==> src/rtl/video_source_mux.sv <==
// Pixel source selector: built-in test patterns or external RGB sources, with a two-stage
// pipeline. A new selection is taken only at the start of vsync so a frame never tears.
module video_source_mux #(
  parameter int   HOR_ACTIVE_PIXELS = 640,
  parameter int   VER_ACTIVE_PIXELS = 480,
  parameter int   COLOR_WIDTH       = 8,
  parameter int   NUM_EXT           = 2,
  parameter int   SEL_WIDTH         = 4,
  parameter int   CHECKER_LOG2      = 5,
  parameter logic VS_POLARITY       = 1'b0,
  parameter logic HS_POLARITY       = 1'b0
) (
  input  logic                                   clk_rgb,
  input  logic                                   rst_n,
  input  logic                                   ce,
  input  logic [SEL_WIDTH-1:0]                   sel,
  input  logic [$clog2(HOR_ACTIVE_PIXELS)-1:0]   x,
  input  logic [$clog2(VER_ACTIVE_PIXELS)-1:0]   y,
  input  logic                                   hs_in,
  input  logic                                   vs_in,
  input  logic                                   de_in,
  input  logic [NUM_EXT*3*COLOR_WIDTH-1:0]       ext_rgb,
  output logic [COLOR_WIDTH-1:0]                 r,
  output logic [COLOR_WIDTH-1:0]                 g,
  output logic [COLOR_WIDTH-1:0]                 b,
  output logic                                   hs,
  output logic                                   vs,
  output logic                                   de,
  output logic [SEL_WIDTH-1:0]                   sel_active
);

  localparam int CW    = COLOR_WIDTH;
  localparam int BAR_W = HOR_ACTIVE_PIXELS / 8;

  logic [SEL_WIDTH-1:0] sel_meta;
  logic [SEL_WIDTH-1:0] sel_sync;
  logic                 vs_prev;
  logic                 frame_start;

  logic [2:0]           bar_idx;
  logic [CW-1:0]        dec_r;
  logic [CW-1:0]        dec_g;
  logic [CW-1:0]        dec_b;

  logic [CW-1:0]        r1;
  logic [CW-1:0]        g1;
  logic [CW-1:0]        b1;
  logic                 hs1;
  logic                 vs1;
  logic                 de1;

  assign frame_start = (vs_in == VS_POLARITY) && (vs_prev != VS_POLARITY);

  // Multi-bit skew through the synchroniser is harmless: sel_sync is only sampled at vsync.
  always_ff @(posedge clk_rgb or negedge rst_n) begin
    if (!rst_n) begin
      sel_meta   <= '0;
      sel_sync   <= '0;
      vs_prev    <= ~VS_POLARITY;
      sel_active <= '0;
    end else if (ce) begin
      sel_meta <= sel;
      sel_sync <= sel_meta;
      vs_prev  <= vs_in;
      if (frame_start) begin
        sel_active <= sel_sync;
      end
    end
  end

  always_comb begin
    bar_idx = '0;
    for (int k = 1; k < 8; k++) begin
      if (int'(x) >= k * BAR_W) begin
        bar_idx = bar_idx + 3'd1;
      end
    end
  end

  always_comb begin
    dec_r = '0;
    dec_g = '0;
    dec_b = '0;
    case (int'(sel_active))
      1: dec_r = '1;
      2: dec_g = '1;
      3: dec_b = '1;
      4: begin
        // Bar order white..black falls out of the index bits directly.
        dec_r = {CW{~bar_idx[1]}};
        dec_g = {CW{~bar_idx[2]}};
        dec_b = {CW{~bar_idx[0]}};
      end
      5: begin
        dec_r = {CW{x[CHECKER_LOG2] ^ y[CHECKER_LOG2]}};
        dec_g = {CW{x[CHECKER_LOG2] ^ y[CHECKER_LOG2]}};
        dec_b = {CW{x[CHECKER_LOG2] ^ y[CHECKER_LOG2]}};
      end
      default: begin
        for (int k = 0; k < NUM_EXT; k++) begin
          if (int'(sel_active) == 6 + k) begin
            {dec_r, dec_g, dec_b} = ext_rgb[k*3*CW +: 3*CW];
          end
        end
      end
    endcase
  end

  always_ff @(posedge clk_rgb or negedge rst_n) begin
    if (!rst_n) begin
      r1  <= '0;
      g1  <= '0;
      b1  <= '0;
      hs1 <= ~HS_POLARITY;
      vs1 <= ~VS_POLARITY;
      de1 <= 1'b0;
      r   <= '0;
      g   <= '0;
      b   <= '0;
      hs  <= ~HS_POLARITY;
      vs  <= ~VS_POLARITY;
      de  <= 1'b0;
    end else if (ce) begin
      r1  <= dec_r;
      g1  <= dec_g;
      b1  <= dec_b;
      hs1 <= hs_in;
      vs1 <= vs_in;
      de1 <= de_in;
      r   <= de1 ? r1 : '0;
      g   <= de1 ? g1 : '0;
      b   <= de1 ? b1 : '0;
      hs  <= hs1;
      vs  <= vs1;
      de  <= de1;
    end
  end

endmodule

==> config.mk <==
export PLATFORM = sky130hd
export DESIGN_NAME = video_source_mux
export DESIGN_NICKNAME = d
export VERILOG_FILES = /design/src/rtl/video_source_mux.sv
export SDC_FILE = /design/constraint.sdc
export NUM_CORES = 1
export LEC_CHECK = 0
export CAP_MARGIN = 20
export CORE_UTILIZATION = 50
export CTS_CLUSTER_DIAMETER = 50
export DETAILED_ROUTE_END_ITERATION = 8
export DONT_BUFFER_PORTS = 1
export GPL_ROUTABILITY_DRIVEN = 0
export GPL_TIMING_DRIVEN = 0
export PLACE_DENSITY_LB_ADDON = 0.25
export SYNTH_ARGS = -nofsm -noshare
export SYNTH_HDL_FRONTEND = slang
export SYNTH_SLANG_ARGS = --single-unit
==> constraint.sdc <==
create_clock -name clk_rgb -period 2.5 [get_ports clk_rgb]
set_clock_uncertainty 0.05 [all_clocks]
set_input_delay 0.25 -clock clk_rgb [delete_from_list [all_inputs] [get_ports clk_rgb]]
set_output_delay 0.25 -clock clk_rgb [all_outputs]
set_load 0.05 [all_outputs]
==> impl_results.md <==
* HPWL Detailed at 5.87 mm
* Row count at 30
* Startpoint Class: primary input
* DR WL/cell at approximately 17 µm
* Tmin final at between 3 and 4 ns
* Hold Fails Final Rpt at 0
* Mapped Area at 3630 µm²
* PortBufs at 0
* Routed vias at roughly 2900
* VDD IR max at 562 µV
* Slowest cell on crit path: xnor3_2
* Mapped Nets at 450
* Clock slew at reported path FFs at 0.08 ns
* Total grt overflow at 0
* Initial Utilization at a little over half
* Max-slew headroom at about half
* Post-route DRC at 0
* Synth unique cells at 47
* Fmax at ~300 MHz
* Worst slack, placed at -1.57 ns
* Final wirelength at roughly 8.5 mm
* Initial antenna violation count at 0
* Yosys reg bits at 66
* Combinational family with the most area after synthesis: compound AO/OA/AOI/OAI gates
* Clk Latency, worst-skew pair at roughly 0.34 ns
* Worst Hold Class: in -> reg
* I/O pins at ~110
* Unrepaired setup endpoints after global routing: yes
* PD cells at 918 nW/µm²
* Failing checks: negative setup slack
* Worst Tran Pin Value at 0.755 ns
* Data arrival time of the worst path at 3.59 ns
* Setup TNS at -12.31 ns
* Multiplexer area fraction after synthesis at 12.5%
* Setup crit end kind: flip-flop
* Pins Over Slew Limit at 0
* Synth-to-layout area growth at 19.2%
* Final setup viols at 16
* Die area at approximately 7600 µm²
* Crit-path most repeated cell: ha_1
* 1st-pass router iterations at 4
* Adder-Cell Fraction of Synth Area at under 10%
* Worst Hold Depth at 4
* Antenna Nets Post-Route at 0
* Syn avg cell area at between 9 and 10 µm²
* Starting DRT DRC Count at approximately 240
* TritonCTS buffer count at 9
* Crit share post-route at 135%
* Post-synthesis simple-gate area fraction at about an eighth
* Status: finished, violations left
* H-tree levels at 3
* GR Util All Layers at a little under a quarter
* Post-route cell area at around 4300 µm²
* Post-synthesis sequential area ratio at around 46%
* Critical path start-end classification: in -> reg
* Cell count after synthesis at ~370
* Bufs on Longest Clock Path at 2
* Root buf cell: clkbuf_8
* Die Y at between 80 and 90 µm
* Max-Cap Viols at 0
* Worst-path cell chain: buf_12 > nor2_4 > and3b_2 > inv_2 > ha_4 > nor3_4 > a21oi_2 > ha_1 > o21ai_2 > o21ai_1 > ha_1 > nor2_1 > nor2_1 > ha_1 > nor2_2 > a211oi_2 > ha_2 > nand2_2 > nor2_2 > xnor3_2 > xnor2_4 > buf_12 > a21oi_1
* CP Max Fanout at 8
* Synthesis Warnings at 0
* Largest net degree at the start of global routing at 67
* First-pass GRT wire length at roughly 13 mm
* Leakage power at roughly 1.9 nW
* Compound-gate portion of the synthesized area at between 10% and 20%
* Final core occ at between 60% and 70%
* Vias in the first global route at between 2000 and 3000
* CTS Sinks at 66
* CP max stage delay at about 0.30 ns
* Antenna diode count at 0
* R2r worst-path depth at 8
* Share of layout cells above drive strength 1 at around 23%
* CTS tree: yes
* Worst hold slack at 0.150 ns
* Xor/xnor share of the synthesized area at between 3 and 4%
* Post-DR vias/cell at approximately 5.7
* Nets@finish at about 480
* DP Area at around 3800 µm²
* Fin worst setup slack at -0.867 ns
* Core Area at a little under 7000 µm²
* Die width at 87.2 µm
* Required @ worst endpoint at ~2.7 ns
==> per-stage QoR <==
step / power, mW / cells
after floorplan: 2.58 / 367
after global placement: 2.76 / 463
after detailed placement: 2.80 / 463
after CTS: 3.95 / 498
after global routing: 4.16 / 500
final: 3.97 / 500
==> cell usage after synthesis (all sizes together) <==
cell | number | area share, %
nor4bb | 1 | 0.28
xnor2 | 3 | 0.93
clkbuf | 16 | 1.7
nor4b | 1 | 0.24
or2 | 1 | 0.24
o21a | 1 | 0.21
nand2 | 6 | 0.62
nor2 | 47 | 4.9
mux2 | 18 | 5.6
o32a | 2 | 0.90
nor2b | 4 | 0.69
a211oi | 2 | 0.41
a2111o | 1 | 0.31
o211a | 1 | 0.28
a21oi | 14 | 2.2
buf | 11 | 1.9
xnor3 | 3 | 1.9
o22a | 9 | 2.2
a31oi | 1 | 0.17
and3b | 1 | 0.24
or4b | 1 | 0.28
ha | 6 | 2.1
o31ai | 8 | 1.7
o21ai | 32 | 4.4
nand4 | 1 | 0.59
a21boi | 1 | 0.21
a2111oi | 1 | 0.24
a211o | 2 | 0.48
nand2b | 3 | 0.52
nand3 | 24 | 3.3
mux2i | 25 | 6.9
dfrtp | 62 | 43
nor3 | 3 | 0.41
a41oi | 1 | 0.24
dfstp | 4 | 2.9
o22ai | 17 | 2.9
nand3b | 2 | 0.41
o311a | 1 | 0.31
inv | 27 | 2.8
xor2 | 3 | 0.72
==> logic make-up after synthesis <==
logic type	after synthesis
compound gates	94
xor+xnor	9
fa+ha+maj	6
buf+inv	54
flops	66
mux	43
simple gates	95
==> critical path: cells and delay by family <==
| family | cells | cell delay, ns |
|---|---|---|
| adder cells (fa/ha/maj) | 5 | 1.22 |
| AND/OR/NAND/NOR | 8 | 0.82 |
| AO/OA/AOI/OAI | 5 | 0.54 |
| XOR/XNOR | 2 | 0.45 |
| buffers and inverters | 3 | 0.31 |
==> sequential cells by signal, summed over array words and instances (netlist names), 4 cells and up <==
signal      count
sel_sync        4
g1              8
b               8
sel_meta        4
r1              8
sel_active      4
g               8
r               8
b1              8
==> placed cells by master, fill, tap and decap left out, drive strengths merged, types with 3 or more instances in the layout <==
master	synthesis	layout
mux2	18	18
o22a	9	9
nor3	3	3
buf	11	23
o31ai	8	8
inv	27	28
mux2i	25	25
clkbuf	16	27
nor2b	4	4
dfstp	4	4
o21ai	32	32
xnor3	3	3
ha	6	6
nor2	47	47
o22ai	17	17
nand2b	3	3
a21oi	14	14
dfrtp	62	62
xnor2	3	3
xor2	3	3
nand2	6	6
dlygate4sd3	0	8
nand3	24	24
==> power by group <==
group          internal (mW)  total, mW  switching (mW)
Sequential              1.32       1.89           0.568
Combinational          0.512       1.07           0.553
Clock                  0.590       1.02           0.427
==> path summary, 6_finish.rpt <==
kind | startpoint | endpoint | slack [ns]
min reg2reg | sel_sync[1]$_DFFE_PN0P_ | sel_sync[1]$_DFFE_PN0P_ | 0.45
max | x[8] | g1[3]$_DFFE_PN0P_ | -0.87
min | ext_rgb[1] | b1[1]$_DFFE_PN0P_ | 0.15
max in group asynchronous | rst_n | hs$_DFFE_PN1P_ | 1.69
min in group asynchronous | rst_n | g[2]$_DFFE_PN0P_ | 0.39
max reg2reg | sel_active[0]$_DFFE_PN0P_ | g1[3]$_DFFE_PN0P_ | -0.07
==> routing by layer <==
metal	wire [µm]	up-vias	track usage (%)
li1	-	1364	-
met1	3660	1370	29.6
met5	0	-	0
met3	622	11	6.45
met2	4120	108	38.1
met4	83	0	6.41
==> area by class of cell <==
class / count / area [µm²]
multi-input cells: 247 / 1850
clock inverters: 6 / 88.8
fillers: 609 / 2580
inverters: 27 / 101
repair buffers: 21 / 210
flip-flops and latches: 66 / 1660
clock buffers: 10 / 138
plain buffers: 27 / 155
well taps: 96 / 120
==> what timing repair did <==
action,CTS,global route
pin swaps,18,1
resized for setup,14,7
hold buffers,9,0
buffers inserted,11,2
gates cloned,0,0
hold endpoints to repair,73,0
setup endpoints to repair,16,24
(Power assumes the default switching activity.)
